==> config.mk <==
export PLATFORM = sky130hd
export DESIGN_NAME = payload_fifo_drain
export DESIGN_NICKNAME = d
export VERILOG_FILES = /design/src/rtl/payload_fifo_drain.sv
export SDC_FILE = /design/constraint.sdc
export NUM_CORES = 1
export LEC_CHECK = 0
export CAP_MARGIN = 10
export CORE_MARGIN = 10
export CORE_UTILIZATION = 55
export CTS_CLUSTER_SIZE = 25
export DETAILED_ROUTE_END_ITERATION = 6
export DONT_BUFFER_PORTS = 1
export GPL_TIMING_DRIVEN = 0
export PLACE_DENSITY = 0.74
export SKIP_LAST_GASP = 1
export SYNTH_ARGS = -nofsm -noshare
export SYNTH_HDL_FRONTEND = slang
export SYNTH_SLANG_ARGS = --single-unit
==> constraint.sdc <==
create_clock -name clk -period 3 [get_ports clk]
set_input_delay 0.6 -clock clk [delete_from_list [all_inputs] [get_ports clk]]
set_output_delay 0.6 -clock clk [all_outputs]
set_load 0.005 [all_outputs]
==> src/rtl/payload_fifo_drain.sv <==
// Read-side drain controller for the payload FIFO: pops LENGTH bytes per command and
// either streams them on a valid/ready byte port with a last marker or discards them.
module payload_fifo_drain #(
    parameter int DATA_WIDTH = 8,
    parameter int LEN_WIDTH  = 11
) (
    input  logic                  clk,
    input  logic                  reset_n,
    input  logic                  start,
    input  logic [LEN_WIDTH-1:0]  length,
    input  logic                  drop,
    input  logic [DATA_WIDTH-1:0] fifo_q,
    input  logic                  fifo_empty,
    output logic                  fifo_re,
    output logic [DATA_WIDTH-1:0] tx_data,
    output logic                  tx_valid,
    output logic                  tx_last,
    input  logic                  tx_ready,
    output logic                  busy,
    output logic                  done
);

    typedef enum logic [1:0] {
        IDLE    = 2'd0,
        STREAM  = 2'd1,
        DISCARD = 2'd2,
        FINISH  = 2'd3
    } state_t;

    state_t                  state_reg;
    state_t                  state_next;
    logic [LEN_WIDTH-1:0]    remaining_reg;
    logic [DATA_WIDTH-1:0]   tx_data_reg;
    logic                    tx_valid_reg;
    logic                    tx_last_reg;
    logic                    busy_reg;
    logic                    done_reg;
    logic                    pop;
    logic                    handshake;
    logic                    rem_nonzero;
    logic                    rem_is_one;

    assign handshake   = tx_valid_reg && tx_ready;
    assign rem_nonzero = (remaining_reg != '0);
    assign rem_is_one  = (remaining_reg == LEN_WIDTH'(1));

    always_ff @(posedge clk or negedge reset_n) begin
        if (!reset_n) begin
            state_reg <= IDLE;
        end else begin
            state_reg <= state_next;
        end
    end

    always_comb begin
        state_next = state_reg;
        case (state_reg)
            IDLE: begin
                // A zero-length command passes through DISCARD with nothing to pop,
                // which places its DONE pulse two cycles after the accepted START.
                if (start) begin
                    if (length == '0 || drop) begin
                        state_next = DISCARD;
                    end else begin
                        state_next = STREAM;
                    end
                end
            end
            STREAM: begin
                if (handshake && tx_last_reg) begin
                    state_next = FINISH;
                end
            end
            DISCARD: begin
                if (!rem_nonzero || (pop && rem_is_one)) begin
                    state_next = FINISH;
                end
            end
            default: state_next = IDLE;
        endcase
    end

    always_comb begin
        pop = 1'b0;
        case (state_reg)
            STREAM:  pop = rem_nonzero && !fifo_empty && (!tx_valid_reg || tx_ready);
            DISCARD: pop = rem_nonzero && !fifo_empty;
            default: pop = 1'b0;
        endcase
    end

    always_ff @(posedge clk or negedge reset_n) begin
        if (!reset_n) begin
            remaining_reg <= '0;
            tx_data_reg   <= '0;
            tx_valid_reg  <= 1'b0;
            tx_last_reg   <= 1'b0;
            busy_reg      <= 1'b0;
            done_reg      <= 1'b0;
        end else begin
            if (state_reg == IDLE && start) begin
                remaining_reg <= length;
            end else if (pop) begin
                remaining_reg <= remaining_reg - LEN_WIDTH'(1);
            end

            if (pop && state_reg == STREAM) begin
                tx_data_reg  <= fifo_q;
                tx_valid_reg <= 1'b1;
                tx_last_reg  <= rem_is_one;
            end else if (handshake) begin
                tx_valid_reg <= 1'b0;
                tx_last_reg  <= 1'b0;
            end

            busy_reg <= (state_next == STREAM) || (state_next == DISCARD);
            done_reg <= (state_next == FINISH);
        end
    end

    assign fifo_re  = pop;
    assign tx_data  = tx_data_reg;
    assign tx_valid = tx_valid_reg;
    assign tx_last  = tx_last_reg;
    assign busy     = busy_reg;
    assign done     = done_reg;

endmodule

Word-level counts from Yosys, hierarchy flattened
Cells that the tools add are included.
{"block": "classes", "reduce_logical": 19, "mux": 11, "n_addsub": 1, "eq_ne": 6}
{"operator": "$mux W11", "count": 2}
{"operator": "$eq A11 B1 Y1 const B", "count": 1}
{"operator": "$logic_not A11 Y1", "count": 1}
{"operator": "$reduce_bool A11 Y1", "count": 1}
{"operator": "$sub A11 B1 Y11 const B", "count": 1}
{"operator": "$mux W2", "count": 4}
{"operator": "$logic_and A1 B1 Y1", "count": 7}
{"operator": "$eq A2 B2 Y1 const B", "count": 3}
{"operator": "$pmux W2 S3", "count": 1}
{"operator": "$eq A2 B1 Y1 const B", "count": 2}
{"operator": "$logic_or A1 B1 Y1", "count": 4}
{"operator": "$reduce_bool A2 Y1", "count": 2}
{"operator": "$logic_not A1 Y1", "count": 3}
{"operator": "$mux W1", "count": 3}
{"operator": "$logic_not A2 Y1", "count": 1}
{"operator": "$pmux W1 S2", "count": 1}
{"block": "totals", "out_inout_bits": 13, "elab_cells": 44, "reg_bits": 25, "inputBits": 25}

Logic depth before layout (Yosys ltp)
Gate-level depths: netlist (run 1).
{"block": "depth", "ltp_word": 10, "depth_mapped": 8, "mapped_depth_nobuf": 7}

Least setup slack after synthesis (run 1)
No wires, ideal clock.
{"block": "synth_timing", "kind": "register to register", "startpoint": "register state_reg[0]", "endpoint": "register busy_reg (netlist: busy)", "t_required_ps": 2874, "t_arrival_ps": 2182, "period_less_slack_ps": 2308, "slack_ps": 692, "setup_time_ps": 126, "path_buffers": 1, "stages_incl_launch_ff": 9, "path_cell_list": "dfrtp_1 > inv_1 > ha_1 > or3b_2 > and3_1 > clkbuf_1 > a211oi_1 > o211ai_1 > ha_1"}
{"block": "synth_via", "elab_chain_len": 8, "word_cells_on_any_way": 13, "classes_between": "eq/ne: 4; mux: 5; reduce/logical: 4"}
{"item": "start, declared", "line": "30", "source": "state_t state_reg;"}
{"item": "start signal, assigned", "line": "51", "source": "state_reg <= state_next;"}
{"item": "$eq A2 B2 Y1 or $eq A2 B1 Y1 (tied branches)", "line": "57, 85"}
{"item": "$pmux W1 S2", "line": "85", "source": "case (state_reg)"}
{"item": "$logic_and A1 B1 Y1", "line": "75", "source": "if (!rem_nonzero || (pop && rem_is_one)) begin"}
{"item": "$logic_or A1 B1 Y1", "line": "75"}
{"item": "$mux W2", "line": "75"}
{"item": "$pmux W2 S3 *", "line": "57", "source": "case (state_reg)"}
{"item": "via state_next[0]", "line": "31", "source": "state_t state_next;"}
{"item": "$eq A2 B1 Y1 or $eq A2 B2 Y1 (tied branches)", "line": "116", "source": "busy_reg <= (state_next == STREAM) || (state_next == DISCARD);"}
{"item": "$logic_or A1 B1 Y1 *", "line": "116"}
{"item": "end signal, assigned", "line": "116"}
{"item": "end, declared", "line": "36", "source": "logic busy_reg;"}
Mark *: on every way through the listed nets, which the timed path passes. The rest lies on a longest branch.
A chain may end at the register's enable or synchronous reset.

Final worst setup path (run 1)
Same ends and word-level chain as after synthesis.

==> metrics.txt, run 1 <==
GRT Overall Usage=13.55%; Fmax=0.3845 GHz; required time worst endpoint=3.23 ns; CP arrival=2.83 ns; CTS buffer count=3; # rows=18; CTS Buffer Depth=2; sequential area share after synthesis=43.22%; Sum Neg Setup Slack=0 ns; worst skew pair latency=between 0.3 and 0.4 ns; Primary FF master, synth=dfrtp_1; clock root buffer=clkbuf_4; most frequent cells in the layout=dfrtp_1 (25), nor2_1 (9), a31oi_1 (9), nand2_1 (9); share of post-route cells with drive strength above 1=14.38%; DRT Pass-1 Iters=4; Power, Total=1.389 mW; Placer Congestion=0.8946; min cycle time layout=2.601 ns; DR iter-0 viols=just under 60; Antenna Violating Nets Remaining=0; via/cell ratio=6.514; number of synthesized register bits=25; setup repair after global routing missed its margin=no; clk sinks=25; DRC=0; outcome=finished, final reports clean; H-tree lvl count=1; Async S/R FF share, synth=between 90% and 100%; drt wl/cell=18.84 um; max reg flops=11; Leak=around 0.63 nW; die area=0.005084 mm2; commonest non-fill, non-tap cell in the layout=dfrtp_1; Die Width=just over 70 um; CTS tree=done; Slew Limit Headroom=about two thirds; Setup-failing EPs final=0; die height=between 70 and 80 um; post_cts resized=0; initial antenna violation count=0; Setup Skew=between 0.006 and 0.007 ns; CP Max Fanout=9; pin count of the biggest net entering global routing=26; vias in the first global route=1168; Final #Nets=187; grt ovf=0; max_cap viols=0; Worst VDD drop=0.5680 mV; Clk pin slew, worst setup/hold paths=0.14 ns; Yosys warnings=0; Initial Util=57.91%; Avg Cell Area, Syn=9.781 um2; Antenna diodes=0; core area=0.002500 mm2; post-DP HPWL=2733 um; Hold Fails Final Rpt=0; Post-Syn Area=0.001448 mm2; global-route wire length before repair=5733 um; Post-synth EDFFs=0; Syn Nets=approximately 180; PD cells=roughly 900 mW/mm2; Worst setup EP type=flop; Startpoint Class=flop; Hold/Removal Path Class=input port to async pin; via count=1192; Final Max Tran Viols=0; number of port buffers=0; Layout area overhead=6.050%; worst-margin pin slew=0.5243 ns; fin crit share=86.69%; Post-Syn Instances=148; Top-Level Pins=38; Crit Path Category=flop to flop; Total Wirelength=3447 um; Netlist cell types=42
==> cell usage after synthesis (3+ instances only) <==
library cell  count  area share [%]
dfrtp_1          25              43
a31oi_1           9             3.9
nand2_1           9             2.3
nor2_1            9             2.3
ha_1              8             6.9
inv_1             8             2.1
mux2_2            8             6.2
o21ai_0           8             2.8
nand3_1           5             1.7
nor3_1            5             1.7
nor4_1            4             1.7
o31ai_1           4             2.1
or4_1             4             2.1
a21oi_1           3             1.0
nand4_1           3             1.3
o211ai_1          3             1.6
or3_1             3             1.3
==> report_power, final <==
part           internal (mW)  leakage [nW]  total [mW]  switching [mW]
sequential             0.489         0.305       0.646           0.156
combinational          0.262         0.312       0.584           0.322
clock                 0.0511        0.0139       0.159           0.108
==> critical path, cell delays in order (launching register included) <==
cell and delay (ns):
dfrtp_1 0.46, inv_1 0.12, ha_1 0.23, or3b_2 0.50, and3_1 0.20, clkbuf_1 0.21
a211oi_1 0.30, o211ai_1 0.18, ha_1 0.31
==> layer usage <==
layer  vias to the layer above  GRT usage [%]  share of wire, %
met5                         -              0                 0
met4                         0          5.161               1.9
met3                         7          3.857               8.6
met2                        39          21.57                48
met1                       576          16.84                41
li1                        570              -                 -
==> kinds of logic after synthesis <==
| logic type | synth area share (%) |
|---|---|
| AND/OR/NAND/NOR | 23.25 |
| AO/OA/AOI/OAI | 16.16 |
| flip-flops | 43.22 |
| buffers and inverters | 3.544 |
| multiplexers | 6.915 |
| adder cells (fa/ha/maj) | 6.915 |
==> path summary, 6_finish.rpt <==
check                             start          endpoint  slack [ns]  depth (start not counted)
hold / removal                  reset_n  remaining_reg[3]        0.05                          1
setup / recovery           state_reg[0]              busy        0.40                          8
min in group clk               tx_ready          tx_valid        0.34                          1
hold reg to reg              tx_data[4]        tx_data[4]        0.56                          1
max in group asynchronous       reset_n      state_reg[0]        2.80                          1
setup reg to reg           state_reg[0]              busy        0.40                          8
==> area by class of cell <==
type	count	area, um2
fill	213	964.7
multi-input combinational	111	770.7
sequential	25	625.6
tap	30	37.54
inverter	8	30.03
clock buffer	3	22.52
buffer	4	21.27
timing repair buffer	1	20.02
clock inverter	1	7.507
==> metrics by stage <==
stage | instance area (um2) | utilization [%] | setup WS [ns] | hold WS (ns) | cells
floorplan | 1448 | - | 0.6922 | 0.3044 | 148
global placement | 1485 | 59.41 | 0.5012 | 0.3053 | 178
detailed placement | 1485 | 59.41 | 0.4646 | 0.3053 | 178
CTS | 1535 | 61.41 | 0.4211 | 0.05156 | 183
global route | 1535 | 61.41 | 0.1850 | 0.04366 | 183
finish | 1535 | 61.41 | 0.3992 | 0.05393 | 183
==> what timing repair did <==
action / 4_1_cts / 5_1_grt
buffers inserted: 0 / 0
hold buffers: 1 / 0
hold endpoints to repair: 25 / 0
Power figures use the tool's default switching activity.
==> run 2: changes to the inputs <==
--- a/config.mk
+++ b/config.mk
@@ -5,6 +5,7 @@
 export SDC_FILE = /design/constraint.sdc
 export NUM_CORES = 1
 export LEC_CHECK = 0
+export ABC_AREA = 1
 export CAP_MARGIN = 10
 export CORE_MARGIN = 10
 export CORE_UTILIZATION = 55
@@ -17,3 +18,4 @@
 export SYNTH_ARGS = -nofsm -noshare
 export SYNTH_HDL_FRONTEND = slang
 export SYNTH_SLANG_ARGS = --single-unit
+export TNS_END_PERCENT = 5
==> constraint.sdc (replaced) <==
create_clock -name clk -period 2.7 [get_ports clk]
set_input_delay 0.54 -clock clk [delete_from_list [all_inputs] [get_ports clk]]
set_output_delay 0.54 -clock clk [all_outputs]
set_load 0.005 [all_outputs]
==> run 2 against run 1 <==
Against the previous run:
- synthesized area rose by 3.2%
- final area rose by 3.4%
- via count did not move
- routed wire length fell by 6.8%
- clock-buffer cell count rose by 1
- critical path type is now flop to primary output
- non-clock buffer count rose by 1
- total power rose by 21%
- global-route usage fell by 0.96 points
- clock skew fell by 0.0044 ns
- sequential share of layout area fell by 1.3 points
- synthesized cell count rose by 26%
- combinational power rose by 42%
==> metrics.txt, run 2 <==
outcome=finished, final reports clean; Final #Nets=227; core area=around 0.0025 mm2; Leak=0.8067 nW; Post-synth EDFFs=0; via/cell ratio=5.345; vias in the first global route=1210; share of the synthesized area in the top cell type=41.88%; commonest non-fill, non-tap cell in the layout=nand2_1; Power, Total=1.687 mW; PD cells=1062 mW/mm2; required time worst endpoint=2.16 ns; grt ovf=0; CTS Buffer Depth=2; Sum Neg Setup Slack=0 ns; via count=roughly 1200; Slowest-stage cell, CP=dfrtp_1; Setup Skew=0.002111 ns; Startpoint Class=flop; worst skew pair latency=0.32 ns; Post-Syn Area=0.001494 mm2; share of post-route cells with drive strength above 1=12.44%; Layout area overhead=6.281%; Final Max Tran Viols=0; DRC=0; Avg Cell Area, Syn=7.989 um2; Antenna diodes=0; number of synthesized register bits=25; die height=72.12 um; most frequent cells in the layout=nand2_1 (59), dfrtp_1 (25), inv_1 (18), nor2_1 (18), nand3_1 (14); DR iter-0 viols=30; clock root buffer=clkbuf_4; max_cap viols=0; Hold/Removal Path Class=input port to flop; Total Wirelength=3213 um; CTS tree=done; Syn Nets=220; sequential area share after synthesis=41.88%; Fmax=around 0.43 GHz; Post-synth top cells=nand2_1 (59), dfrtp_1 (25), inv_1 (18), nor2_1 (18), nand3_1 (14); crit path cell chain=inv_1 > ha_1 > inv_1 > nor2_1 > a21boi_2 > nand2_4 > inv_2 > buf_6; GRT Overall Usage=12.58%; initial antenna violation count=0; Top-Level Pins=38; top cell family by delay on the critical path=flip-flops; fin crit share=approximately 87%; Primary FF master, synth=dfrtp_1; Worst VDD drop=0.5620 mV; Crit Path Category=flop to primary output; Initial Util=58.70%; Async S/R FF share, synth=100.0%; worst-margin pin slew=about 0.45 ns; Netlist cell types=26; post_cts resized=0; CP most frequent cell=inv_1; Worst setup EP type=primary output; number of port buffers=0; post-DP HPWL=2589 um; drt wl/cell=14.41 um; max reg flops=11; Clk pin slew, worst setup/hold paths=0.13 ns; global-route wire length before repair=5444 um; CTS buffer count=3; CP arrival=1.80 ns; clk sinks=25; min cycle time layout=2.336 ns; pin count of the biggest net entering global routing=26; Buffers & Inverters on Critical Path=4; Placer Congestion=0.8536; Die Width=72.12 um; largest area contributor in the netlist=dfrtp_1; # rows=18; die area=between 0.005 and 0.006 mm2; synth top area cells=dfrtp_1 (42%), nand2_1 (15%), ha_1 (6.7%); Hold Fails Final Rpt=0; Post-Syn Instances=187; Yosys warnings=0; DRT Pass-1 Iters=4; slowest stage delay, CP=0.43 ns; Slew Limit Headroom=69.87%; Antenna Violating Nets Remaining=0; count leader, synth=nand2_1; setup repair after global routing missed its margin=no; CP Max Fanout=10; Setup-failing EPs final=0; H-tree lvl count=1
[run 2: changes by cell type after synthesis, moves of 8 or more]
| cell | change |
|---|---|
| nor2_1 | +9 |
| nand3_1 | +9 |
| mux2_2 | -8 |
| nand2_1 | +50 |
| a31oi_1 | -9 |
| inv_1 | +10 |
[run 2: metrics by stage]
stage / utilization [%] / cell area (um2) / worst slack, ns / cells / hold slack (ns)
2_1_floorplan: - / 1494 / 0.8503 / 187 / 0.2444
3_5_place_dp: 60.18 / 1531 / 0.7166 / 217 / 0.2452
6_report: 62.39 / 1588 / 0.3642 / 223 / 0.3466
4_1_cts: 62.00 / 1578 / 0.3495 / 222 / 0.005378
3_3_place_gp: 60.18 / 1531 / 0.7500 / 217 / 0.2453
5_1_grt: 62.39 / 1588 / 0.1888 / 223 / 0.3246
[run 2: final timing paths]
check,start,to,slack (ns),cells past startpoint
max reg2reg,state_reg[1],busy,0.84,6
min,length[10],remaining_reg[10],0.35,2
max,state_reg[0],fifo_re,0.36,8
min in group asynchronous,reset_n,remaining_reg[3],0.65,2
min reg2reg,tx_data[3],tx_data[3],0.52,2
max in group asynchronous,reset_n,remaining_reg[0],1.91,2
[run 2: area by class of cell]
type,count,area [um2]
clock buffers,4,26.28
plain buffers,4,30.03
flip-flops and latches,25,625.6
fillers,246,957.2
inverters,22,82.58
repair buffers,2,30.03
well taps,30,37.54
multi-input cells,136,755.7
[run 2: repair_timing]
action,CTS,global route
endpoints found under the hold margin,25,25
hold buffers,1,1
buffers inserted,0,0
[run 2: cells by family (layout without fill, tap and decap cells)]
group | count (synthesis) | in the layout | share of synthesized area [%]
xor+xnor | 4 | 4 | 2.345
flops | 25 | 25 | 41.88
compound gates | 21 | 21 | 10.89
simple gates | 103 | 103 | 30.65
fa+ha+maj | 8 | 8 | 6.700
buf+inv | 26 | 32 | 7.537
[run 2: per-layer routing]
layer	GRT usage [%]	vias to the layer above	wire length, um
met5	0	-	0
met4	4.946	0	46
met3	5.850	6	399
met2	18.56	44	1358
met1	15.48	537	1409
li1	-	605	-
[run 2: report_power, final]
group          internal (mW)  switching (mW)  total (mW)
Clock                 0.0578           0.109       0.166
Combinational          0.310           0.521       0.831
Sequential             0.546           0.144       0.690
